`src/rtl/cam_pkg.sv`:
```
// Shared definitions for the camera capture slice: resolution codes,
// default line/frame geometry and the capture FSM state encoding.
package cam_pkg;

    typedef enum logic [1:0] {
        RES_VGA  = 2'b00,
        RES_XGA  = 2'b01,
        RES_SXGA = 2'b10
    } resol_e;

    localparam int unsigned DEF_VGA_HBYTES  = 1280;
    localparam int unsigned DEF_SXGA_HBYTES = 2560;
    localparam int unsigned DEF_VGA_LINES   = 480;
    localparam int unsigned DEF_SXGA_LINES  = 1024;

    typedef enum logic [1:0] {
        IDLE,
        WAIT_VS,
        ACTIVE,
        DONE
    } state_e;

    // Only the VGA code selects VGA geometry; every other code is SXGA-sized.
    function automatic logic is_vga(input logic [1:0] resol);
        return resol == RES_VGA;
    endfunction

endpackage

```
`src/rtl/cam_byte_packer.sv`:
```
// Packs camera bytes into 32-bit words (byte0 in [7:0]) and holds them in a
// single output register behind a valid/ready handshake.
module cam_byte_packer
    import cam_pkg::*;
(
    input  logic        clk_i,
    input  logic        rst_i,
    input  logic        clr_err_i,
    input  logic        lane_clr_i,
    input  logic        cap_i,
    input  logic [7:0]  data_i,
    input  logic        wready_i,
    output logic [31:0] wdata_o,
    output logic        wvalid_o,
    output logic [11:0] bytecnt_o,
    output logic        busy_o,
    output logic        err_ovf_o
);

    logic [1:0]  lane_q, lane_d;
    logic [11:0] cnt_q, cnt_d;
    logic [23:0] asm_q, asm_d;
    logic [31:0] word_q, word_d;
    logic        pend_q, pend_d;
    logic [31:0] wdata_q, wdata_d;
    logic        wvalid_q, wvalid_d;
    logic        ovf_q, ovf_d;

    // A completed word waits one cycle in word_q before the output register
    // decides load-or-drop, giving the byte3 -> WVALID latency of two edges.
    always_comb begin
        lane_d   = lane_q;
        cnt_d    = cnt_q;
        asm_d    = asm_q;
        word_d   = word_q;
        pend_d   = 1'b0;
        wdata_d  = wdata_q;
        wvalid_d = wvalid_q;
        ovf_d    = ovf_q;

        if (wvalid_q && wready_i) begin
            wvalid_d = 1'b0;
        end
        if (pend_q) begin
            if (!wvalid_q || wready_i) begin
                wdata_d  = word_q;
                wvalid_d = 1'b1;
            end else begin
                ovf_d = 1'b1;
            end
        end
        if (clr_err_i) begin
            ovf_d = 1'b0;
        end

        if (lane_clr_i) begin
            lane_d = '0;
            cnt_d  = '0;
        end else if (cap_i) begin
            lane_d = lane_q + 2'd1;
            cnt_d  = cnt_q + 12'd1;
            if (lane_q == 2'd3) begin
                word_d = {data_i, asm_q};
                pend_d = 1'b1;
            end else begin
                asm_d[8*lane_q +: 8] = data_i;
            end
        end
    end

    always_ff @(posedge clk_i) begin
        if (rst_i) begin
            lane_q   <= '0;
            cnt_q    <= '0;
            asm_q    <= '0;
            word_q   <= '0;
            pend_q   <= 1'b0;
            wdata_q  <= '0;
            wvalid_q <= 1'b0;
            ovf_q    <= 1'b0;
        end else begin
            lane_q   <= lane_d;
            cnt_q    <= cnt_d;
            asm_q    <= asm_d;
            word_q   <= word_d;
            pend_q   <= pend_d;
            wdata_q  <= wdata_d;
            wvalid_q <= wvalid_d;
            ovf_q    <= ovf_d;
        end
    end

    assign wdata_o   = wdata_q;
    assign wvalid_o  = wvalid_q;
    assign bytecnt_o = cnt_q;
    assign busy_o    = wvalid_q | pend_q;
    assign err_ovf_o = ovf_q;

endmodule

```
`src/rtl/cam_capture_ctrl.sv`:
```
// Camera capture controller: frame-aligned start/stop sequencing, line and
// frame geometry checking, and status reporting around the byte packer.
module cam_capture_ctrl
    import cam_pkg::*;
#(
    parameter int unsigned VGA_HBYTES  = DEF_VGA_HBYTES,
    parameter int unsigned SXGA_HBYTES = DEF_SXGA_HBYTES,
    parameter int unsigned VGA_LINES   = DEF_VGA_LINES,
    parameter int unsigned SXGA_LINES  = DEF_SXGA_LINES
) (
    input  logic        PCLK,
    input  logic        PRST,
    input  logic        CAPSTART,
    input  logic        CAPSTOP,
    input  logic        CONTMODE,
    input  logic [1:0]  RESOL_IN,
    input  logic        HREF,
    input  logic        VSYNC,
    input  logic [7:0]  CAMDATA,
    output logic        ENABLE,
    output logic [1:0]  RESOL,
    output logic [31:0] WDATA,
    output logic        WVALID,
    input  logic        WREADY,
    output logic        BUSY,
    output logic        FRAMEDONE,
    output logic [10:0] LINECNT,
    output logic        ERR_OVF,
    output logic        ERR_GEOM
);

    localparam logic [11:0] VGA_HB  = 12'(VGA_HBYTES);
    localparam logic [11:0] SXGA_HB = 12'(SXGA_HBYTES);
    localparam logic [10:0] VGA_LN  = 11'(VGA_LINES);
    localparam logic [10:0] SXGA_LN = 11'(SXGA_LINES);

    state_e      state_q;
    logic        href_q, vsync_q;
    logic        enable_q, cont_q, stop_q, framedone_q, err_geom_q;
    logic [1:0]  resol_q;
    logic [10:0] linecnt_q;

    logic        active, href_fall, vs_fall, vs_rise, frame_end, cont_next;
    logic        pk_busy;
    logic [11:0] bytecnt, hbytes;
    logic [10:0] lines, linecnt_inc;

    assign active      = (state_q == ACTIVE);
    assign href_fall   = href_q & ~HREF;
    assign vs_fall     = vsync_q & ~VSYNC;
    assign vs_rise     = ~vsync_q & VSYNC;
    assign hbytes      = is_vga(resol_q) ? VGA_HB : SXGA_HB;
    assign lines       = is_vga(resol_q) ? VGA_LN : SXGA_LN;
    assign linecnt_inc = linecnt_q + 11'd1;
    assign frame_end   = href_fall && (linecnt_inc == lines);
    assign cont_next   = cont_q && !stop_q && !CAPSTOP;

    cam_byte_packer u_packer (
        .clk_i      (PCLK),
        .rst_i      (PRST),
        .clr_err_i  ((state_q == IDLE) && CAPSTART),
        .lane_clr_i (!active || href_fall),
        .cap_i      (active && HREF),
        .data_i     (CAMDATA),
        .wready_i   (WREADY),
        .wdata_o    (WDATA),
        .wvalid_o   (WVALID),
        .bytecnt_o  (bytecnt),
        .busy_o     (pk_busy),
        .err_ovf_o  (ERR_OVF)
    );

    always_ff @(posedge PCLK) begin
        if (PRST) begin
            state_q     <= IDLE;
            href_q      <= 1'b0;
            vsync_q     <= 1'b0;
            enable_q    <= 1'b0;
            cont_q      <= 1'b0;
            stop_q      <= 1'b0;
            framedone_q <= 1'b0;
            err_geom_q  <= 1'b0;
            resol_q     <= '0;
            linecnt_q   <= '0;
        end else begin
            href_q      <= HREF;
            vsync_q     <= VSYNC;
            framedone_q <= 1'b0;
            unique case (state_q)
                IDLE: begin
                    stop_q <= 1'b0;
                    if (CAPSTART) begin
                        resol_q    <= RESOL_IN;
                        cont_q     <= CONTMODE;
                        err_geom_q <= 1'b0;
                        enable_q   <= 1'b1;
                        state_q    <= WAIT_VS;
                    end
                end
                WAIT_VS: begin
                    if (CAPSTOP) begin
                        state_q <= DONE;
                    end else if (vs_fall) begin
                        linecnt_q <= '0;
                        state_q   <= ACTIVE;
                    end
                end
                ACTIVE: begin
                    if (CAPSTOP) begin
                        stop_q <= 1'b1;
                    end
                    if (href_fall) begin
                        linecnt_q <= linecnt_inc;
                        if (bytecnt != hbytes) begin
                            err_geom_q <= 1'b1;
                        end
                    end
                    // A VSYNC rise that is not the completing line's edge means a short frame.
                    if (frame_end || vs_rise) begin
                        framedone_q <= 1'b1;
                        state_q     <= cont_next ? WAIT_VS : DONE;
                        if (!frame_end) begin
                            err_geom_q <= 1'b1;
                        end
                    end
                end
                DONE: begin
                    if (!pk_busy) begin
                        enable_q <= 1'b0;
                        state_q  <= IDLE;
                    end
                end
                default: state_q <= IDLE;
            endcase
        end
    end

    assign ENABLE    = enable_q;
    assign RESOL     = resol_q;
    assign BUSY      = (state_q != IDLE);
    assign FRAMEDONE = framedone_q;
    assign LINECNT   = linecnt_q;
    assign ERR_GEOM  = err_geom_q;

endmodule

```
`config.mk`:
```
export PLATFORM = sky130hd
export DESIGN_NAME = cam_capture_ctrl
export DESIGN_NICKNAME = d
export VERILOG_FILES = /design/src/rtl/cam_pkg.sv /design/src/rtl/cam_byte_packer.sv /design/src/rtl/cam_capture_ctrl.sv
export SDC_FILE = /design/constraint.sdc
export NUM_CORES = 1
export LEC_CHECK = 0
export ABC_AREA = 1
export CORE_AREA = 2 2 100 102
export CTS_CLUSTER_DIAMETER = 50
export CTS_CLUSTER_SIZE = 28
export DETAILED_ROUTE_END_ITERATION = 10
export DIE_AREA = 0 0 102 104
export DONT_BUFFER_PORTS = 1
export GPL_TIMING_DRIVEN = 0
export PLACE_DENSITY = 0.72
export SYNTH_ARGS = -nofsm -noshare
export SYNTH_HDL_FRONTEND = slang
export SYNTH_SLANG_ARGS = --single-unit
```
`constraint.sdc`:
```
create_clock -name PCLK -period 2.2 [get_ports PCLK]
set_clock_uncertainty 0.15 [all_clocks]
set_input_delay 0.22 -clock PCLK [delete_from_list [all_inputs] [get_ports PCLK]]
set_output_delay 0.22 -clock PCLK [all_outputs]
set_load 0.01 [all_outputs]
```
[Word level (Yosys, flattened, before mapping)]
Index checks and enable logic that the tools add are counted.
Cells by class
  add/subtract/negate cells: 4
  equality and inequality tests: 14
  shifts and indexed selects: 2
  mux-type cells: 30
  bitwise operators: 12
  reductions and logical operators: 33
Operator list (count)
  2-to-1 mux 11 bit: 4
  negator 5 -> 34 bit: 1
  variable shift 8 x 34 -> 24 bit, first input constant: 1
  indexed part select 8 x 34 -> 24 bit: 1
  bitwise mux 24 bit: 1
  one-hot mux 11 bit (2 select lines): 1
  2-to-1 mux 1 bit: 13
  adder 12 x 1 -> 12 bit, second input constant: 1
  2-to-1 mux 12 bit: 1
  2-to-1 mux 2 bit: 6
  != test 12 bit: 1
  adder 11 x 1 -> 11 bit, second input constant: 1
  equality test 11 bit: 1
  != test 2 bit, second input constant: 5
  AND reduction 2 bit: 5
  AND reduction 3 bit: 3
  inverter 1 bit: 8
  one-hot mux 2 bit (4 select lines): 1
  AND reduction 4 bit: 2
  nonzero test 2 bit: 4
  equality test 2 bit, second input constant: 3
  logical AND 1 bit: 6
  one-hot mux 1 bit (2 select lines): 3
  OR reduction 2 bit: 3
  10 further kinds: 19
Word-level totals
  flip-flop bits (word level): 127
  input port bits: 18

[Logic depth before layout (Yosys ltp)]
Gate-level depths: netlist (run 1).
  depth after elaboration: 8
  mapped depth: 15
  mapped depth without buffers: 15

[Hierarchy]
Synthesis (run 1) repeated with hierarchy kept, for this count alone.
Unflattened totals
  cell total of the unflattened synthesis: 702
  area, all modules: 5318.9 µm²
By module, submodules not included
  cam_byte_packer: times used 1, cells each 510, area an instance 4031.4 µm², sequential area each 2102.0 µm²
  cam_capture_ctrl: times used 1, cells each 192, area an instance 1287.5 µm², sequential area each 440.4 µm²

[Worst setup path after synthesis (run 1)]
OpenSTA, ideal clock, no wires.
  kind: register to register
  start point: register linecnt_q[0] (netlist: LINECNT[0])
  end point: register state_q[0]
  data arrival time: 1682 ps
  required time: 1935 ps
  slack: 253 ps
  cell stages (with the launch flop): 14
  period minus slack after synthesis: 1947 ps
  cell sequence: dfxtp_1 ha_1 nand2_1 inv_1 nand2_2 nor2_1 xor2_1 inv_1 nand2_1 nand3_1 nand3_1 nand3_1 nand2_1 nor2_1
Between the ends
  word-level cells in the longest chain between the ends: 6
RTL lines
  start: declaration: line cam_capture_ctrl.sv:41  | logic [10:0] linecnt_q;
  start signal: assignment: line cam_capture_ctrl.sv:113  | linecnt_q <= linecnt_inc;
  adder 11 x 1 -> 11 bit: line cam_capture_ctrl.sv:54  | assign linecnt_inc = linecnt_q + 11'd1;
  equality test 11 bit: line cam_capture_ctrl.sv:55  | assign frame_end = href_fall && (linecnt_inc == lines);
  logical AND 1 bit: line cam_capture_ctrl.sv:55
  logical OR 1 bit: line cam_capture_ctrl.sv:119  | if (frame_end || vs_rise) begin
  != test 2 x 1 -> 1 bit (no source line)
  AND reduction 4 bit (no source line)
  end signal: assignment: line cam_capture_ctrl.sv:121  | state_q <= cont_next ? WAIT_VS : DONE;
  end: declaration: line cam_capture_ctrl.sv:37  | state_e state_q;
No other way between the ends.
A chain may end at the register's enable or synchronous reset.

[Final worst setup path (run 1)]
  start point: register linecnt_q[0] (netlist: LINECNT[0])
  end point: register state_q[1]
Same word-level chain as after synthesis.

==> results of run 1 <==
[worst min-delay path by stage]
stage / startpoint / endpoint / slack, ns / cells past startpoint
after global placement: VSYNC / vsync_q / 0.18 / 2
after floorplan: VSYNC / vsync_q / 0.18 / 2
after detailed placement: VSYNC / vsync_q / 0.20 / 2
final: PRST / LINECNT[0] / 0.06 / 4
after global routing: PRST / LINECNT[0] / 0.12 / 4
after CTS: PRST / LINECNT[0] / 0.05 / 4
[placed cells by master (no fill, tap or decap), types with 3 or more instances in the layout]
cell type | Yosys | final
xor2_1 | 5 | 5
nor3_1 | 5 | 5
clkbuf_16 | 0 | 16
nand3_1 | 18 | 15
ha_1 | 9 | 9
inv_1 | 75 | 74
clkbuf_1 | 26 | 24
bufinv_16 | 0 | 3
buf_1 | 3 | 3
nand4_1 | 11 | 11
nor2_1 | 44 | 43
dlygate4sd3_1 | 0 | 18
o21ai_0 | 78 | 78
or3_1 | 16 | 16
inv_2 | 2 | 3
a21oi_1 | 116 | 116
clkinvlp_4 | 0 | 5
dfxtp_2 | 0 | 4
nand3_2 | 1 | 4
dfxtp_1 | 127 | 121
nand2_2 | 3 | 3
clkbuf_8 | 0 | 3
clkinv_4 | 0 | 3
nand2_1 | 92 | 92
[cell families after synthesis]
group | Yosys count
simple gates | 204
compound gates | 200
flops | 127
buf+inv | 110
fa+ha+maj | 9
xor+xnor | 5
[final cells by class]
class / count / area [um2]
Fill cell: 847 / 3450
Sequential cell: 127 / 2550
Multi-Input combinational cell: 418 / 2140
Clock buffer: 19 / 442
Inverter: 78 / 293
Timing Repair Buffer: 20 / 195
Tap cell: 133 / 166
Clock inverter: 13 / 164
Buffer: 32 / 139
Antenna cell: 1 / 2.50
[state kept, by name, summed over array words and instances (netlist names)]
register / flops
RESOL: 2
u_packer.bytecnt_o: 12
u_packer.wvalid_o: 1
u_packer.wdata_o: 32
stop_q: 1
u_packer.err_ovf_o: 1
vsync_q: 1
href_q: 1
ERR_GEOM: 1
u_packer.asm_q: 24
FRAMEDONE: 1
LINECNT: 11
u_packer.lane_q: 2
cont_q: 1
ENABLE: 1
state_q: 2
u_packer.pend_q: 1
u_packer.word_q: 32
[layer usage]
metal / share of wire, % / up-vias / track usage [%]
met5: 0 / - / 0
met4: 2.3 / 0 / 10.1
met3: 5.0 / 27 / 7.59
met2: 52 / 107 / 40.4
met1: 41 / 2104 / 25.9
li1: - / 2247 / -
[critical path, delay by kind of cell, from the launching register on]
| kind | cells | cell delay, ns |
|---|---|---|
| fa+ha+maj | 1 | 0.17 |
| flops | 1 | 0.40 |
| simple gates | 8 | 0.76 |
| buf+inv | 3 | 0.20 |
| xor+xnor | 1 | 0.24 |
[repair_timing]
item | CTS | global route
setup endpoints to repair | 2 | 32
hold buffers | 18 | 0
gates resized for setup | 2 | 16
setup buffers | 0 | 2
pin swaps | 0 | 1
hold endpoints to repair | 54 | 0
[metrics by stage]
step                util, %  instance area [um2]  setup WS, ns  hold slack (ns)
global route           63.9                 6100       -0.0156            0.123
CTS                    63.3                 6040        0.0578           0.0549
detailed placement     55.0                 5250       -0.0328            0.200
finish                 63.9                 6100         0.169           0.0567
floorplan                 -                 5090         0.253            0.177
global placement       55.0                 5250       -0.0214            0.178
[power by group through the flow]
stage / combinational [mW] / sequential [mW] / clock, mW
detailed placement: 0.323 / 2.45 / 0
global placement: 0.314 / 2.45 / 0
finish: 0.385 / 2.40 / 2.78
global route: 0.435 / 2.41 / 2.94
CTS: 0.368 / 2.40 / 2.81
floorplan: 0.254 / 2.44 / 0
==> flow_metrics.py, run 1 <==
metrics = {
    "placement": {
        "gp_congestion": 0.850,
        "place.port_buffers": 0,
        "place_inst": 788,
        "dp_hpwl_mm": 8.46,
    },
    "critical_path": {
        "rrSetupSlack_ns": 0.17,
        "worst_ep_required_time_ns": 2.47,
        "worstSetupEndpoint": "state_q[1]",
        "critPathArrivalTime_ns": 2.30,
        "cp-startpoint": "LINECNT[0]",
        "endpoint_kind": "flop",
        "timing.rr.end": "state_q[1]",
        "path_cells": "ha_1, nand2_1, inv_2, nand2_2, nor2_1, xor2_1, inv_1, nand2_1, nand3_2, nand3_2, nand3_1, nand2_1, inv_1",
        "critPathMostFrequentCell": "nand2_1",
        "slowest_delay_ns": 0.40,
        "worstSetupStartpointType": "flop",
        "path_max_fanout": 6,
        "rr_worst_depth": 13,
        "timing.rr.start": "LINECNT[0]",
        "critPathKind": "reg2reg",
        "crit_slowest_cell": "dfxtp_4",
    },
    "sta": {
        "worst_pin_slew_ns": 0.519,
        "fin_crit_sh_pct": 92.3,
        "max_slew_margin_pct": 65.4,
        "drv_slew": 0,
        "max_clock_freq_mhz": 492,
        "setup_violations": 0,
        "setup_tns_ns": 0,
        "fin_crit_ns": 2.03,
        "hold_viol": 0,
    },
    "yosys": {
        "netlist_top_cells_area": "dfxtp_1 (50%), a21oi_1 (11%), o21ai_0 (7.7%), nand2_1 (6.8%), inv_1 (5.5%)",
        "synth_top_family_by_area": "compound AO/OA/AOI/OAI gates",
        "yosys-top-cells-count": "dfxtp_1 (127), a21oi_1 (116), nand2_1 (92), o21ai_0 (78), inv_1 (75)",
        "synth_area_um2": 5090,
        "synth_warnings": 0,
        "ys_async_sr_fraction_pct": 0,
        "yosys.area_share.simple_pct": 18.5,
        "synth_fa_ha_area_share_pct": 2.21,
        "ys_seq_area_share_pct": 50.0,
        "synth_top_area_share_pct": 50.0,
        "synth_mux_area_share_pct": 0,
        "synth_compound_area_share_pct": 20.0,
        "postSynthAreaPerCell_um2": 7.77,
        "netlist_instances": 655,
        "synth_most_common_cell": "dfxtp_1",
        "yosysTopAreaCell": "dfxtp_1",
        "synthFlopType": "dfxtp_1",
        "ys_types": 35,
        "yosys.area_share.xor_xnor_pct": 0.861,
        "synth_edf_count": 0,
        "ys_ff_latch": 127,
        "synth_nets": 682,
    },
    "outcome": {
        "status": "completed",
    },
    "power_and_ir_drop": {
        "finalPower_mw": 5.57,
        "powerDensity_nw_per_um2": 914,
        "p_seq_share_pct": 43.1,
        "leakage_nw": 2.22,
        "share_comb_of_total_power_pct": 6.9,
        "p_clk_share_pct": 50.0,
        "switching_power_mw": 1.31,
        "swShare_pct": 23.5,
        "ir_worst_vdd_mv": 0.472,
        "power.internal_mw": 4.26,
    },
    "drt": {
        "vias": 4485,
        "drtIter0Drc": 234,
        "ant_nets": 0,
        "viasPerCell": 5.33,
        "drc": 0,
        "drtPass1Iterations": 6,
        "routed_wl_mm": 12.1,
        "wl_per_cell_um": 14.4,
    },
    "floorplanning": {
        "fp.dieW_um": 102,
        "die_h_um": 104,
        "num_io_pins": 69,
        "dieArea_um2": 10600,
        "core_area_um2": 9550,
        "start_util_pct": 53.3,
        "num_rows": 36,
    },
    "clock_network": {
        "cts.sink_count": 127,
        "cts_made_buffers": 17,
        "cts_tree": "built",
        "clockBufferDepth": 2,
        "path_clk_slew_ns": 0.06,
        "clock_latency_ns": 0.52,
        "ctsHtreeMaxLevel": 4,
        "cts-root-buf": "clkbuf_8",
    },
    "global_route": {
        "grt_overflow": 0,
        "grt_pass1_wl_mm": 19.5,
        "grt_usage_pct": 23.4,
        "antenna_found_initial": 1,
        "grt_max_degree": 17,
        "grt_pass1_vias": 4385,
    },
    "cells_and_area": {
        "fin_cells": 841,
        "areaGrowthSynthToFinish_pct": 19.9,
        "nNetsFinal": 721,
        "drive_above_1_share_pct": 9.05,
    },
    "hold_path": {
        "hold_path_class": "in2reg",
    },
    "flow_run": {
        "drv_cap": 0,
    },
}
No activity file was read; power rests on OpenSTA's default activity.
==> inputs of run 2 (changes only) <==
- PLACE_DENSITY: 0.72 -> 0.74
- RECOVER_POWER: not set -> 100
- clock period: 2.2 -> 1.65 ns (I/O delays scaled with it)
==> flow_metrics.py, run 2 (synthesis results as in run 1) <==
metrics = {
    "sta": {
        "max_clock_freq_mhz": 521,
        "fin_crit_ns": 1.92,
        "holdWs_ns": 0.0264,
        "drv_slew": 0,
        "worst_pin_slew_ns": 0.752,
        "rsz0062_at_grt": "yes",
        "setup_tns_ns": -1.67,
        "setup_slack_ns": -0.270,
        "fin_crit_sh_pct": 116,
        "setup_violations": 27,
        "max_slew_margin_pct": 49.9,
        "hold_viol": 0,
    },
    "critical_path": {
        "slowest_delay_ns": 0.48,
        "path_buf_inv": 3,
        "critPathKind": "reg2reg",
        "crit_family": "simple AND/OR/NAND/NOR gates",
        "endpoint_kind": "flop",
        "path_max_fanout": 4,
        "crit_slowest_cell": "dfxtp_1",
        "path_cells": "inv_1, nor2_1, nand3_2, nand2_1, nand2_2, inv_2, nand2_1, nand2_1, nand3_4, nand3_4, nand3_2, nand2_1, inv_1",
        "worstSetupStartpointType": "flop",
        "critPathArrivalTime_ns": 2.19,
        "critPathMostFrequentCell": "nand2_1",
        "worst_ep_required_time_ns": 1.92,
    },
    "floorplanning": {
        "start_util_pct": 53.3,
        "core_area_um2": 9550,
        "dieArea_um2": 10600,
        "num_io_pins": 69,
        "fp.dieW_um": 102,
        "die_h_um": 104,
        "num_rows": 36,
    },
    "global_route": {
        "antenna_found_initial": 0,
        "grt_pass1_wl_mm": 20.7,
        "grt_overflow": 0,
        "grt_usage_pct": 24.8,
        "grt_pass1_vias": 4522,
        "grt_max_degree": 17,
    },
    "cells_and_area": {
        "areaGrowthSynthToFinish_pct": 36.9,
        "mostFrequentLayoutCells": "dfxtp_1 (112), a21oi_1 (99), nand2_1 (73)",
        "fillers": 669,
        "final_common_cell": "dfxtp_1",
        "diodes": 0,
        "drive_above_1_share_pct": 28.8,
        "nNetsFinal": 747,
    },
    "clock_network": {
        "cts.sink_count": 127,
        "clock_latency_ns": 0.52,
        "clockBufferDepth": 2,
        "cts_tree": "built",
        "cts_made_buffers": 17,
        "cts-root-buf": "clkbuf_8",
        "ctsHtreeMaxLevel": 4,
        "path_clk_slew_ns": 0.06,
    },
    "flow_run": {
        "drv_cap": 0,
    },
    "drt": {
        "drc": 0,
        "drtPass1Iterations": 5,
        "routed_wl_mm": 14.0,
        "vias": 4834,
        "wl_per_cell_um": 16.1,
        "viasPerCell": 5.58,
        "drtIter0Drc": 238,
        "ant_nets": 0,
    },
    "outcome": {
        "status": "finished with violations",
        "failed_checks": "setup timing",
    },
    "placement": {
        "gp_congestion": 0.809,
        "dp_hpwl_mm": 8.49,
        "place.port_buffers": 0,
    },
    "hold_path": {
        "hold_path_class": "in2reg",
    },
    "power_and_ir_drop": {
        "leakage_nw": 2.59,
        "ir_worst_vdd_mv": 0.651,
        "powerDensity_nw_per_um2": 1090,
    },
}
## run 2: changes by cell type in the layout (fill, tap and decap cells not counted), sizes merged
cell,change
clkinv,-3
clkdlybuf4s15,+1
clkbuf,-11
clkinvlp,+1
inv,+3
diode,-1
dlygate4sd3,-1
buf,+37
bufinv,-1
## run 2: worst paths after layout
check / from / to / slack, ns / depth (start not counted)
min reg2reg: u_packer.word_q[17] / u_packer.wdata_o[17] / 0.30 / 2
max reg2reg: LINECNT[9] / state_q[1] / -0.27 / 13
max: LINECNT[9] / state_q[1] / -0.27 / 13
min: PRST / LINECNT[0] / 0.03 / 4
## run 2: worst reg2reg max path: stages (launching register included)
cell and delay, ns:
dfxtp_1 0.48, inv_1 0.08, nor2_1 0.23, nand3_2 0.11
nand2_1 0.09, nand2_2 0.06, inv_2 0.06, nand2_1 0.05
nand2_1 0.10, nand3_4 0.11, nand3_4 0.10, nand3_2 0.07
nand2_1 0.09, inv_1 0.03
## run 2: area by class of cell
cell class	count	area, um2	share of cell area (%)
tap	133	166	2.39
multi-input combinational	418	2660	38.2
buffer	31	214	3.07
timing repair buffer	47	447	6.41
sequential	127	2590	37.1
inverter	78	310	4.45
clock buffer	19	442	6.34
clock inverter	13	138	1.98
## run 2: metal layers
metal / up-vias / routed length (um) / global-route usage [%]
met3: 39 / 861 / 8.00
met5: - / 0 / 0
met4: 0 / 454 / 11.3
met2: 189 / 7410 / 42.5
met1: 2299 / 5230 / 27.5
li1: 2307 / - / -
## run 2: power by group
part	total (mW)	switching [mW]	leakage [nW]	internal [mW]
logic	0.764	0.467	1.28	0.297
registers	3.21	0.0829	1.04	3.13
clock network	3.58	1.36	0.269	2.23
total	7.56	1.91	2.59	5.65
## run 2: through the flow
stage / power (mW) / std cells / setup WS, ns / instance area [um2] / utilization, %
final: 7.56 / 866 / -0.270 / 6970 / 72.9
after global routing: 7.84 / 866 / -0.407 / 6970 / 72.9
after CTS: 7.42 / 850 / -0.177 / 6380 / 66.8
after detailed placement: 3.72 / 788 / -0.380 / 5300 / 55.5
after global placement: 3.69 / 788 / -0.344 / 5300 / 55.5
after floorplan: 3.60 / 655 / -0.0754 / 5140 / -
## run 2: timing repair
item	CTS	global route
setup endpoints to repair	117	113
buffers inserted	14	14
hold buffers	16	1
endpoints found under the hold margin	56	5
cloned	0	2
pin swaps	13	35
resized for setup	84	155
